File: src/rtl/alu_sched_pkg.sv
// Shared definitions for the two-requester ALU scheduler: opcodes, FSM states
// and the per-opcode latency lookup.
package alu_sched_pkg;

    localparam logic [4:0] OP_ADD       = 5'b00000;
    localparam logic [4:0] OP_SUB       = 5'b00001;
    localparam logic [4:0] OP_MUL       = 5'b00010;
    localparam logic [4:0] OP_DIV       = 5'b00011;
    localparam logic [4:0] OP_MOD       = 5'b00100;
    localparam logic [4:0] OP_CMP       = 5'b00101;
    localparam logic [4:0] OP_AND       = 5'b00110;
    localparam logic [4:0] OP_OR        = 5'b00111;
    localparam logic [4:0] OP_XOR       = 5'b01000;
    localparam logic [4:0] OP_NOR       = 5'b01001;
    localparam logic [4:0] OP_SHL       = 5'b01010;
    localparam logic [4:0] OP_SHR       = 5'b01011;
    localparam logic [4:0] OP_ASR       = 5'b01100;
    localparam logic [4:0] OP_FIRST_BAD = 5'b01101;

    localparam int DEF_MUL_CYCLES = 2;
    localparam int DEF_DIV_CYCLES = 8;
    localparam int CNT_W          = 8;

    typedef enum logic [1:0] {
        ST_IDLE = 2'b00,
        ST_EXEC = 2'b01,
        ST_RESP = 2'b10
    } state_t;

    function automatic logic op_is_bad(input logic [4:0] op);
        return (op >= OP_FIRST_BAD);
    endfunction

    function automatic logic op_is_div(input logic [4:0] op);
        return (op == OP_DIV) || (op == OP_MOD);
    endfunction

    // Number of EXEC cycles an opcode occupies; unknown opcodes finish in one.
    function automatic logic [CNT_W-1:0] op_latency(input logic [4:0] op,
                                                    input int mul_c,
                                                    input int div_c);
        logic [CNT_W-1:0] lat;
        case (op)
            OP_MUL:         lat = CNT_W'(mul_c);
            OP_DIV, OP_MOD: lat = CNT_W'(div_c);
            default:        lat = CNT_W'(1);
        endcase
        return lat;
    endfunction

endpackage

File: src/rtl/alu_sched_rr_arb2.sv
// Two-way round-robin arbiter. The last_grant register only moves when the
// winning request is actually accepted.
module rr_arb2 (
    input  logic       clk,
    input  logic       reset,
    input  logic [1:0] req,
    input  logic       advance,
    output logic       gnt_valid,
    output logic       gnt_id
);

    logic last_grant_r;

    // Grant selection: on contention, favour the side not served last.
    always_comb begin
        gnt_valid = |req;
        if (req == 2'b11) begin
            gnt_id = ~last_grant_r;
        end else if (req[1]) begin
            gnt_id = 1'b1;
        end else begin
            gnt_id = 1'b0;
        end
    end

    // Fairness history; resets to 1 so requester 0 wins the first contention.
    always_ff @(posedge clk) begin
        if (reset) begin
            last_grant_r <= 1'b1;
        end else if (advance) begin
            last_grant_r <= gnt_id;
        end else begin
            last_grant_r <= last_grant_r;
        end
    end

endmodule

File: src/rtl/alu_sched.sv
// Schedules operations from two requesters onto one shared external ALU,
// one operation in flight, with per-opcode multi-cycle latency.
module alu_sched
    import alu_sched_pkg::*;
#(
    parameter int MUL_CYCLES = DEF_MUL_CYCLES,
    parameter int DIV_CYCLES = DEF_DIV_CYCLES
) (
    input  logic        clk,
    input  logic        reset,
    input  logic        req0_valid,
    output logic        req0_ready,
    input  logic [4:0]  req0_op,
    input  logic [31:0] req0_a,
    input  logic [31:0] req0_b,
    input  logic        req1_valid,
    output logic        req1_ready,
    input  logic [4:0]  req1_op,
    input  logic [31:0] req1_a,
    input  logic [31:0] req1_b,
    output logic [4:0]  alu_signal,
    output logic [31:0] alu_a,
    output logic [31:0] alu_b,
    input  logic [31:0] alu_result,
    input  logic [1:0]  alu_flags,
    output logic        resp_valid,
    input  logic        resp_ready,
    output logic        resp_id,
    output logic [31:0] resp_result,
    output logic [1:0]  resp_flags,
    output logic        resp_err,
    output logic        busy
);

    state_t             state_r;
    logic [CNT_W-1:0]   cnt_r;
    logic [1:0]         flags_r;
    logic               id_r;
    logic [4:0]         alu_signal_r;
    logic [31:0]        alu_a_r;
    logic [31:0]        alu_b_r;
    logic               resp_valid_r;
    logic               resp_id_r;
    logic [31:0]        resp_result_r;
    logic [1:0]         resp_flags_r;
    logic               resp_err_r;

    logic               gnt_valid_s;
    logic               gnt_id_s;
    logic               accept_s;
    logic [4:0]         sel_op_s;
    logic [31:0]        sel_a_s;
    logic [31:0]        sel_b_s;
    logic [31:0]        cap_result_s;
    logic               cap_err_s;
    logic [1:0]         cap_flags_s;

    rr_arb2 u_arb (
        .clk       (clk),
        .reset     (reset),
        .req       ({req1_valid, req0_valid}),
        .advance   (accept_s),
        .gnt_valid (gnt_valid_s),
        .gnt_id    (gnt_id_s)
    );

    // Ready is offered only in IDLE and never while reset is high.
    always_comb begin
        req0_ready = 1'b0;
        req1_ready = 1'b0;
        if (!reset && (state_r == ST_IDLE) && gnt_valid_s) begin
            req0_ready = ~gnt_id_s;
            req1_ready = gnt_id_s;
        end else begin
            req0_ready = 1'b0;
            req1_ready = 1'b0;
        end
    end

    assign accept_s = (req0_valid & req0_ready) | (req1_valid & req1_ready);

    // Operand mux toward the granted requester.
    always_comb begin
        if (gnt_id_s) begin
            sel_op_s = req1_op;
            sel_a_s  = req1_a;
            sel_b_s  = req1_b;
        end else begin
            sel_op_s = req0_op;
            sel_a_s  = req0_a;
            sel_b_s  = req0_b;
        end
    end

    // Response formation at the final EXEC edge; div-by-zero overrides the ALU.
    always_comb begin
        cap_result_s = alu_result;
        cap_err_s    = 1'b0;
        cap_flags_s  = flags_r;
        if (op_is_bad(alu_signal_r)) begin
            cap_result_s = 32'd0;
            cap_err_s    = 1'b1;
            cap_flags_s  = 2'b00;
        end else if (op_is_div(alu_signal_r) && (alu_b_r == 32'd0)) begin
            cap_result_s = 32'hFFFF_FFFF;
            cap_err_s    = 1'b1;
        end else if (alu_signal_r == OP_CMP) begin
            cap_result_s = 32'd0;
            cap_flags_s  = alu_flags;
        end else begin
            cap_result_s = alu_result;
            cap_err_s    = 1'b0;
        end
    end

    // Main FSM. The alu_* registers double as the latched operation so the
    // shared ALU sees only stable values during EXEC and zeros otherwise.
    always_ff @(posedge clk) begin
        if (reset) begin
            state_r       <= ST_IDLE;
            cnt_r         <= '0;
            flags_r       <= 2'b00;
            id_r          <= 1'b0;
            alu_signal_r  <= 5'd0;
            alu_a_r       <= 32'd0;
            alu_b_r       <= 32'd0;
            resp_valid_r  <= 1'b0;
            resp_id_r     <= 1'b0;
            resp_result_r <= 32'd0;
            resp_flags_r  <= 2'b00;
            resp_err_r    <= 1'b0;
        end else begin
            case (state_r)
                ST_IDLE: begin
                    if (accept_s) begin
                        alu_signal_r <= sel_op_s;
                        alu_a_r      <= sel_a_s;
                        alu_b_r      <= sel_b_s;
                        id_r         <= gnt_id_s;
                        cnt_r        <= op_latency(sel_op_s, MUL_CYCLES, DIV_CYCLES) - CNT_W'(1);
                        state_r      <= ST_EXEC;
                    end else begin
                        state_r      <= ST_IDLE;
                    end
                end
                ST_EXEC: begin
                    if (cnt_r == '0) begin
                        flags_r       <= cap_flags_s;
                        resp_valid_r  <= 1'b1;
                        resp_id_r     <= id_r;
                        resp_result_r <= cap_result_s;
                        resp_flags_r  <= cap_flags_s;
                        resp_err_r    <= cap_err_s;
                        alu_signal_r  <= 5'd0;
                        alu_a_r       <= 32'd0;
                        alu_b_r       <= 32'd0;
                        state_r       <= ST_RESP;
                    end else begin
                        cnt_r <= cnt_r - CNT_W'(1);
                    end
                end
                ST_RESP: begin
                    if (resp_ready) begin
                        resp_valid_r  <= 1'b0;
                        resp_id_r     <= 1'b0;
                        resp_result_r <= 32'd0;
                        resp_flags_r  <= 2'b00;
                        resp_err_r    <= 1'b0;
                        state_r       <= ST_IDLE;
                    end else begin
                        state_r <= ST_RESP;
                    end
                end
                default: begin
                    state_r      <= ST_IDLE;
                    resp_valid_r <= 1'b0;
                end
            endcase
        end
    end

    assign alu_signal  = alu_signal_r;
    assign alu_a       = alu_a_r;
    assign alu_b       = alu_b_r;
    assign resp_valid  = resp_valid_r;
    assign resp_id     = resp_id_r;
    assign resp_result = resp_result_r;
    assign resp_flags  = resp_flags_r;
    assign resp_err    = resp_err_r;
    assign busy        = (state_r != ST_IDLE);

endmodule

File: config.mk
export PLATFORM = sky130hd
export DESIGN_NAME = alu_sched
export DESIGN_NICKNAME = d
export VERILOG_FILES = /design/src/rtl/alu_sched_pkg.sv /design/src/rtl/alu_sched_rr_arb2.sv /design/src/rtl/alu_sched.sv
export SDC_FILE = /design/constraint.sdc
export NUM_CORES = 1
export LEC_CHECK = 0
export ABC_AREA = 1
export BUFFER_PORTS_ARGS = -buffer_cell sky130_fd_sc_hd__buf_2
export CORE_MARGIN = 4
export CORE_UTILIZATION = 30
export DETAILED_ROUTE_END_ITERATION = 6
export GPL_TIMING_DRIVEN = 0
export PLACE_DENSITY_LB_ADDON = 0.12
export SLEW_MARGIN = 20
export SYNTH_ARGS = -nofsm -noshare
export SYNTH_HDL_FRONTEND = slang
export SYNTH_SLANG_ARGS = --single-unit
File: constraint.sdc
create_clock -name clk -period 1.8 [get_ports clk]
set_input_delay 0.09 -clock clk [delete_from_list [all_inputs] [get_ports clk]]
set_output_delay 0.09 -clock clk [all_outputs]
set_load 0.05 [all_outputs]
==> impl_metrics.csv, run 1 <==
group,metric,value,unit
global_routing,grt_remaining_overflow,0,
layout,final_cells,1523,
timing,period_share,99.29,%
critical_path,critPathMaxFanout,4,
logic_synthesis,synthSimpleGateAreaFrac,31.78,%
floorplanning,num_rows,51,
layout,final_nets,1425,
timing,final_max_slew_viol_count,0,
layout,utilization,46.98,%
cts,clock_latency,0.42,ns
layout,syn_to_final_growth,52.48,%
critical_path,r2r_slack,0.02,ns
global_routing,grt_max_degree,17,
logic_synthesis,syn_nets,1094,
logic_synthesis,synth_mux_area_share,0,%
global_routing,grt.total_usage,20.72,%
logic_synthesis,synth_fa_ha_area_share,0.8264,%
cts,numCtsBuffers,17,
logic_synthesis,syn_area,6056,um2
power,p_seq_share,23.3,%
critical_path,critPathCaptureType,"primary output",
logic_synthesis,synth.top_cell.area_share,39.67,%
status,status,"completed",
layout,num-fill-cells,2147,
logic_synthesis,synth_compound_area_share,20.06,%
global_routing,grt_pass1_vias,6836,
drt,avgViaCountPerCell,4.631,
logic_synthesis,synth-xor-area-share,0,%
power,finalPower,19.56,mW
layout,drive_gt1_share,39.70,%
critical_path,cp.required,1.71,ns
drt,via_count,7053,
layout,design_area,9234,um2
power,combPwrFrac,58.6,%
cts,clk_pin_slew,0.05,ns
cts,root_buffer,"clkbuf_16",
logic_synthesis,ys_warn_count,0,
drt,wl,24140,um
floorplanning,initial_core_util,30.81,%
critical_path,startpoint_type,"flip-flop",
power,net-switching-power,9.980,mW
logic_synthesis,synth_area_leaders,"dfxtp_1 40%, nand2_1 16%, nor2_1 10%, a21oi_1 8.2%, o21ai_0 6.9%",
logic_synthesis,syn_area_per_cell,6.633,um2
power,cellLeakagePower,4.534,nW
timing,slew_headroom,47.48,%
logic_synthesis,synth_top_family_by_area,"simple AND/OR/NAND/NOR gates",
global_routing,grt_pass1_wl,36250,um
placed_design,dp_hpwl,18530,um
drt,wire_per_inst,15.85,um
placed_design,dp.cells,1461,
logic_synthesis,yosysMostFrequentCell,"nand2_1",
floorplanning,die_w,150.1,um
critical_path,crit_type,"flip-flop to primary output",
timing,clock_skew,0.009839,ns
power,p_per_area,2118,nW/um2
timing,setup_violations,0,
drt,drt-pass1-iter-count,4,
logic_synthesis,synth_common_cells,"265 x nand2_1, 165 x nor2_1, 120 x dfxtp_1",
drt,drc,0,
logic_synthesis,synth_edf_count,0,
global_routing,grt_antenna_before_repair,1,
timing,worst_pin_slew,0.7877,ns
power,switching_share,51.03,%
floorplanning,core,19650,um2
placed_design,place_area,7821,um2
cts,htree_num_levels,4,
placed_design,numPortBuffers,283,
logic_synthesis,synthArstFlopShare,0,%
timing,fmax,559.5,MHz
cts,cts_tree,"built",
logic_synthesis,yosysTopAreaCell,"dfxtp_1",
flow_run,maxCapViolations,0,
drt,postRouteAntennaNets,0,
power,peakVddDrop,1.244,mV
worst_hold_path,min_path_type,"primary input to flip-flop",
logic_synthesis,syn_inst,913,
floorplanning,ioPinCount,286,
power,intPower,9.577,mW
timing,hold_viol_final,0,
timing,rsz0062_at_grt,"true",
placed_design,routabilityCongestion,0.8038,
drt,drtIter0Drc,324,
logic_synthesis,synth_seq_area_share,39.67,%
cts,clock_path_buffers,2,
logic_synthesis,ys_types,39,
floorplanning,die_height,150.1,um
cts,cts_sinks,120,
critical_path,worstPathArrival,1.70,ns
timing,finalCriticalPeriod,1.787,ns
logic_synthesis,ys_ff_latch,120,
floorplanning,die_area,22520,um2
timing,whs,0.01368,ns
power,p_clk_share,18.2,%
logic_synthesis,synth_ff_type,"dfxtp_1",
[area by class of cell]
class                   count  area [um2]  area share [%]
multi-input cells         696        3548           38.43
well taps                 265       331.6           3.591
repair inverters            1       8.758         0.09485
clock buffers              21       470.5           5.095
flip-flops and latches    120        2419           26.19
plain buffers              63       488.0           5.285
repair buffers            310        1668           18.06
clock inverters            11       145.1           1.572
inverters                  35       152.6           1.653
diodes                      1       2.502         0.02710
[logic make-up after synthesis]
group | count (synthesis)
DFF | 120
buffers and inverters | 98
adders and majority gates | 4
AOI/OAI and AO/OA | 214
and+or+nand+nor | 477
[cell usage in the layout, fill, tap and decap left out, types with 3 or more instances in the layout]
| cell | n |
|---|---|
| a21oi_2 | 16 |
| nor2_2 | 11 |
| nor2_4 | 7 |
| clkbuf_4 | 3 |
| a211oi_2 | 11 |
| nand3_2 | 4 |
| clkbuf_16 | 18 |
| nor3_1 | 6 |
| nand3b_1 | 3 |
| a211oi_1 | 5 |
| dlygate4sd3_1 | 4 |
| clkbuf_2 | 7 |
| inv_1 | 28 |
| o21ai_2 | 15 |
| buf_8 | 5 |
| a21oi_1 | 85 |
| buf_4 | 24 |
| inv_2 | 3 |
| bufinv_16 | 3 |
| clkinvlp_4 | 4 |
| ha_4 | 3 |
| o21ai_0 | 52 |
| nor2_1 | 151 |
| dfxtp_1 | 115 |
| clkinv_2 | 3 |
| clkbuf_8 | 3 |
| buf_6 | 17 |
| nor4_1 | 4 |
| nand2_4 | 4 |
| nand2_2 | 18 |
| o21ai_1 | 18 |
| buf_2 | 293 |
| clkbuf_1 | 16 |
| o21ai_4 | 3 |
| nand3_1 | 13 |
| dfxtp_4 | 4 |
| nand2_1 | 247 |
| buf_12 | 3 |
[routing by layer]
layer	GRT usage [%]	part of all wire [%]	vias up
met5	0	0	-
met4	6.404	1.9	0
met3	5.754	6.4	28
met2	34.83	48	189
met1	25.78	43	3209
li1	-	-	3627
[what timing repair did]
item	in CTS	in global routing
endpoints found under the hold margin	4	0
setup buffers	9	9
resized for setup	61	153
pin swaps	9	18
gates cloned	1	6
setup endpoints to repair	108	113
hold buffers	4	0
[registers in the layout (all words and copies together), names as in the netlist, 2 cells and up]
| signal | flops |
|---|---|
| alu_a | 32 |
| alu_signal | 5 |
| flags_r | 2 |
| alu_b | 32 |
| cnt_r | 8 |
| resp_flags | 2 |
| state_r | 2 |
| resp_result | 32 |
[worst max-delay path, cell delays in order (launching register included)]
cell     delay, ns
dfxtp_4       0.36
inv_4         0.07
ha_4          0.17
o21ai_4       0.07
nor2_4        0.12
inv_1         0.16
nor2_4        0.15
buf_6         0.17
[worst paths after layout]
kind | from | endpoint | depth (start not counted)
worst max-delay path | state_r[0] | req1_ready | 7
worst min-delay path | req1_a[6] | alu_a[6] | 3
worst max register to register | alu_signal[1] | resp_err | 9
worst min register to register | resp_result[10] | resp_result[10] | 2
[per-stage QoR]
step / setup WS [ns] / TNS (ns)
2_1_floorplan: -0.04066 / -0.2168
3_3_place_gp: -0.3638 / -18.49
3_5_place_dp: -0.3149 / -16.67
4_1_cts: -0.02770 / -0.05436
5_1_grt: -0.08692 / -2.963
6_report: 0.01275 / 0
[power by group through the flow]
stage / registers (mW) / logic (mW) / clock network (mW)
floorplan: 7.85 / 4.03 / 0
detailed placement: 4.52 / 10.1 / 0
global placement: 4.51 / 10.1 / 0
CTS: 4.49 / 10.5 / 3.60
global route: 4.70 / 12.3 / 3.74
finish: 4.55 / 11.5 / 3.55
Note: power is estimated with default switching activity, not from simulation.
==> run 2, diff against run 1 <==
--- a/config.mk
+++ b/config.mk
@@ -7,8 +7,11 @@
 export LEC_CHECK = 0
 export ABC_AREA = 1
 export BUFFER_PORTS_ARGS = -buffer_cell sky130_fd_sc_hd__buf_2
+export CELL_PAD_IN_SITES_DETAIL_PLACEMENT = 1
+export CELL_PAD_IN_SITES_GLOBAL_PLACEMENT = 1
+export CORE_ASPECT_RATIO = 0.8
 export CORE_MARGIN = 4
-export CORE_UTILIZATION = 30
+export CORE_UTILIZATION = 28
 export DETAILED_ROUTE_END_ITERATION = 6
 export GPL_TIMING_DRIVEN = 0
 export PLACE_DENSITY_LB_ADDON = 0.12
==> impl_metrics.csv, run 2 (synthesis gave the netlist of run 1 again) <==
group,metric,value,unit
status,status,"finished, violations left",
status,violations,"negative setup slack",
timing,clock_skew,0.009164,ns
floorplanning,die_area,24060,um2
placed_design,dp.cells,1465,
floorplanning,die_height,139.5,um
cts,root_buffer,"clkbuf_16",
cts,htree_num_levels,4,
drt,wire_per_inst,17.58,um
power,p_per_area,2127,nW/um2
layout,final_cells,1562,
timing,tns,-4.787,ns
worst_hold_path,hold_path_depth,5,
layout,final_common_cell,"buf_2",
timing,fmax,515.2,MHz
critical_path,crit_type,"flip-flop to flip-flop",
critical_path,reg2reg_to,"alu_a[29]",
cts,clk_pin_slew,0.06,ns
timing,finalCriticalPeriod,1.941,ns
floorplanning,die_w,172.4,um
drt,drt-pass1-iter-count,6,
critical_path,r2r_slack,-0.14,ns
timing,worst_pin_slew,0.7996,ns
layout,utilization,47.05,%
critical_path,worstReg2RegStart,"state_r[1]",
critical_path,critPathMaxFanout,10,
drt,drc,0,
placed_design,dp_hpwl,19710,um
cts,cts_tree,"built",
drt,via_count,7379,
critical_path,startpoint_type,"flip-flop",
global_routing,grt.total_usage,21.29,%
placed_design,dp_slack,-0.3615,ns
drt,avgViaCountPerCell,4.724,
worst_hold_path,whs_endpoint,"resp_result[7]",
timing,setup_violations,72,
cts,clock_path_buffers,2,
global_routing,grt_antenna_before_repair,2,
power,cellLeakagePower,4.750,nW
global_routing,grt_remaining_overflow,0,
critical_path,reg2reg_depth,12,
floorplanning,core,20990,um2
flow_run,maxCapViolations,0,
power,peakVddDrop,0.8189,mV
layout,syn_to_final_growth,63.12,%
floorplanning,num_rows,47,
timing,fin_ws,-0.1409,ns
cts,clock_latency,0.42,ns
global_routing,grt_max_degree,17,
floorplanning,ioPinCount,286,
timing,hold_viol_final,0,
cts,cts_sinks,120,
placed_design,routabilityCongestion,0.7772,
timing,final_max_slew_viol_count,0,
drt,drtIter0Drc,282,
critical_path,critPathCaptureType,"flip-flop",
timing,rsz0062_at_grt,"true",
critical_path,worstPathArrival,2.25,ns
cts,numCtsBuffers,17,
layout,final_nets,1460,
global_routing,grt_pass1_vias,7386,
global_routing,grt_pass1_wl,40030,um
layout,final_cell_mix,"291 x buf_2, 225 x nand2_1, 140 x nor2_1",
worst_hold_path,min_path_type,"primary input to flip-flop",
worst_hold_path,min_from,"alu_result[7]",
placed_design,numPortBuffers,283,
critical_path,cp.required,2.11,ns
drt,postRouteAntennaNets,0,
timing,slew_headroom,46.69,%
drt,wl,27460,um
floorplanning,initial_core_util,28.85,%
layout,drive_gt1_share,44.81,%
timing,period_share,107.8,%
## run 2: critical path: stages (launching register included)
cell	delay, ns
dfxtp_2	0.34
inv_4	0.08
ha_4	0.15
o21ai_4	0.08
nor2_4	0.12
buf_6	0.13
nor2_4	0.04
a21oi_2	0.18
nand2_4	0.15
buf_6	0.18
buf_6	0.15
o21ai_0	0.16
nor2_1	0.05
## run 2: cell type report
type                       instances  area (um2)
timing repair buffer             348        2131
clock buffer                      19       442.9
fill                            2728       11120
multi-input combinational        696        3787
inverter                          35       156.4
sequential                       120        2412
clock inverter                    13       122.6
tap                              269       336.6
buffer                            61       486.7
antenna                            1       2.502
## run 2: report_power, final
group          internal, mW  leakage (nW)  switching [mW]  total (mW)
logic                  4.50          3.51            8.59        13.1
registers              3.77         0.988           0.842        4.61
clock network          1.94         0.255            1.37        3.32
## run 2: stage by stage
step | area [um2] | power, mW | hold WS, ns
finish | 9878 | 21.01 | 0.01568
CTS | 9092 | 19.59 | 0.0007795
detailed placement | 7826 | 14.74 | 0.4085
global route | 9878 | 22.26 | 0.02072
global placement | 7826 | 14.64 | 0.3979
floorplan | 6073 | 11.88 | 0.3106
## run 2: per-layer routing
metal  vias to the layer above  routed length, um  global-route usage, %
met3                        25               1403                  5.160
met5                         -                 13                      0
met2                       171              13120                  34.66
met4                         2                346                  5.376
li1                       3696                  -                      -
met1                      3485              12580                  28.30
## run 2: worst max-delay path by stage
stage,startpoint,endpoint,cells past startpoint
after floorplan,state_r[0],alu_a[24],9
after global placement,state_r[1],alu_b[30],8
after detailed placement,state_r[1],cnt_r[6],13
after CTS,state_r[1],req1_ready,7
after global routing,state_r[1],alu_a[29],12
final,state_r[1],alu_a[29],12
## run 2: repair_timing
action                                 4_1_cts  5_1_grt
setup buffers                               28       18
gates resized for setup                    114      184
gates cloned                                 2        9
setup endpoints to repair                  108      112
hold buffers                                 9        0
pin swaps                                   31       39
endpoints found under the hold margin        9        0
==> run 3, diff against run 2 <==
--- a/config.mk
+++ b/config.mk
@@ -9,9 +9,8 @@
 export BUFFER_PORTS_ARGS = -buffer_cell sky130_fd_sc_hd__buf_2
 export CELL_PAD_IN_SITES_DETAIL_PLACEMENT = 1
 export CELL_PAD_IN_SITES_GLOBAL_PLACEMENT = 1
-export CORE_ASPECT_RATIO = 0.8
 export CORE_MARGIN = 4
-export CORE_UTILIZATION = 28
+export CORE_UTILIZATION = 30
 export DETAILED_ROUTE_END_ITERATION = 6
 export GPL_TIMING_DRIVEN = 0
 export PLACE_DENSITY_LB_ADDON = 0.12
==> constraint.sdc (replaced) <==
create_clock -name clk -period 2 [get_ports clk]
set_input_delay 0.1 -clock clk [delete_from_list [all_inputs] [get_ports clk]]
set_output_delay 0.1 -clock clk [all_outputs]
set_load 0.05 [all_outputs]
==> impl_metrics.csv, run 3 (synthesis gave the netlist of run 1 again) <==
group,metric,value,unit
cts,root_buffer,"clkbuf_16",
layout,final_common_cell,"buf_2",
timing,hold_viol_final,0,
drt,postRouteAntennaNets,0,
timing,clock_skew,0.01210,ns
cts,htree_num_levels,4,
global_routing,grt_remaining_overflow,0,
cts,clk_pin_slew,0.06,ns
status,status,"completed",
cts,cts_sinks,120,
critical_path,startpoint_type,"flip-flop",
drt,drtIter0Drc,257,
critical_path,critPathCaptureType,"primary output",
timing,final_max_slew_viol_count,0,
placed_design,dp_slack,-0.2802,ns
floorplanning,core,19650,um2
global_routing,grt_pass1_wl,38870,um
power,switching_share,53.18,%
floorplanning,num_rows,51,
cts,clock_path_buffers,2,
critical_path,cp.required,1.90,ns
power,intPower,7.713,mW
layout,design_area,8646,um2
floorplanning,initial_core_util,30.81,%
drt,drt-pass1-iter-count,4,
critical_path,crit_type,"flip-flop to primary output",
power,p_per_area,1906,nW/um2
layout,drive_gt1_share,33.12,%
global_routing,grt_pass1_vias,7322,
drt,drc,0,
placed_design,dp_hpwl,19860,um
placed_design,routabilityCongestion,0.8061,
placed_design,numPortBuffers,283,
global_routing,grt.total_usage,22.20,%
global_routing,grt_max_degree,20,
timing,worst_pin_slew,0.7758,ns
floorplanning,die_height,150.1,um
floorplanning,die_area,22520,um2
cts,cts_tree,"built",
power,cellLeakagePower,4.329,nW
placed_design,place_area,7804,um2
drt,wire_per_inst,16.96,um
floorplanning,die_w,150.1,um
timing,slew_headroom,48.28,%
flow_run,maxCapViolations,0,
cts,clock_latency,0.43,ns
timing,fin_ws,0.08675,ns
cts,numCtsBuffers,17,
power,peakVddDrop,1.134,mV
critical_path,critPathMaxFanout,4,
power,net-switching-power,8.762,mW
global_routing,grt_antenna_before_repair,4,
drt,wl,25520,um
drt,via_count,7086,
timing,setup_violations,0,
layout,final_nets,1406,
layout,syn_to_final_growth,42.77,%
power,p_clk_share,18.9,%
timing,period_share,95.66,%
critical_path,worstPathArrival,1.81,ns
layout,num-fill-cells,2678,
power,combPwrFrac,56.4,%
drt,avgViaCountPerCell,4.708,
layout,final_cell_mix,"297 x buf_2, 263 x nand2_1, 163 x nor2_1",
worst_hold_path,min_path_type,"primary input to flip-flop",
power,p_seq_share,24.7,%
timing,fmax,522.7,MHz
layout,utilization,43.99,%
floorplanning,ioPinCount,286,
timing,rsz0062_at_grt,"true",
timing,finalCriticalPeriod,1.913,ns
run 3: cell types whose count changed in the layout (fill, tap and decap cells not counted), sizes merged:
cell	change
diode	+1
bufinv	+1
nand2	-1
dlygate4sd3	-1
inv	+6
clkinvlp	-5
buf	-54
run 3: worst max-delay path, cell delays in order, from the launching register on:
cell	delay (ns)
dfxtp_2	0.35
inv_2	0.08
ha_2	0.21
o21ai_2	0.09
nor2_4	0.13
inv_1	0.17
nor2_1	0.14
buf_4	0.22
run 3: power groups by stage:
stage | Sequential [mW] | Clock, mW | Combinational (mW)
floorplan | 7.06 | 0 | 3.60
global placement | 4.07 | 0 | 9.03
detailed placement | 4.10 | 0 | 9.10
CTS | 4.07 | 3.18 | 9.22
global route | 4.20 | 3.29 | 10.1
finish | 4.07 | 3.12 | 9.29
run 3: what timing repair did:
action / CTS / global route
hold buffers: 8 / 0
resized for setup: 22 / 43
endpoints found under the hold margin: 8 / 0
pin swaps: 3 / 7
setup endpoints to repair: 50 / 95
buffers inserted: 1 / 2
run 3: per-layer routing:
metal  vias up  track usage (%)  part of all wire, %
met5         -                0                0.082
met4         4            6.359                  1.5
met3        28            5.179                  5.2
met2       179            38.95                   50
met1      3292            27.09                   43
li1       3583                -                    -
run 3: worst paths after layout:
path,startpoint,endpoint,slack [ns],cells past startpoint
max,state_r[0],req0_ready,0.09,7
min,alu_result[12],resp_result[12],0.01,5
max reg2reg,state_r[0],alu_signal[3],0.10,11
min reg2reg,resp_result[15],resp_result[15],0.46,2
run 3: through the flow:
step	power, mW	instances	TNS, ns	hold slack (ns)
2_1_floorplan	10.66	913	0	0.3206
3_5_place_dp	13.20	1461	-3.719	0.4283
3_3_place_gp	13.10	1461	-3.134	0.4164
6_report	16.47	1505	0	0.01403
5_1_grt	17.56	1505	-0.06597	0.02257
4_1_cts	16.46	1501	-0.01208	0.0002026
run 3: final cells by class:
class	count	area [um2]	area share [%]
diodes	2	5.005	0.05789
plain buffers	62	371.6	4.298
clock buffers	17	425.4	4.920
clock inverters	15	167.7	1.939
inverters	35	138.9	1.606
multi-input cells	695	3268	37.80
flip-flops and latches	120	2406	27.83
well taps	265	331.6	3.835
repair buffers	294	1531	17.71
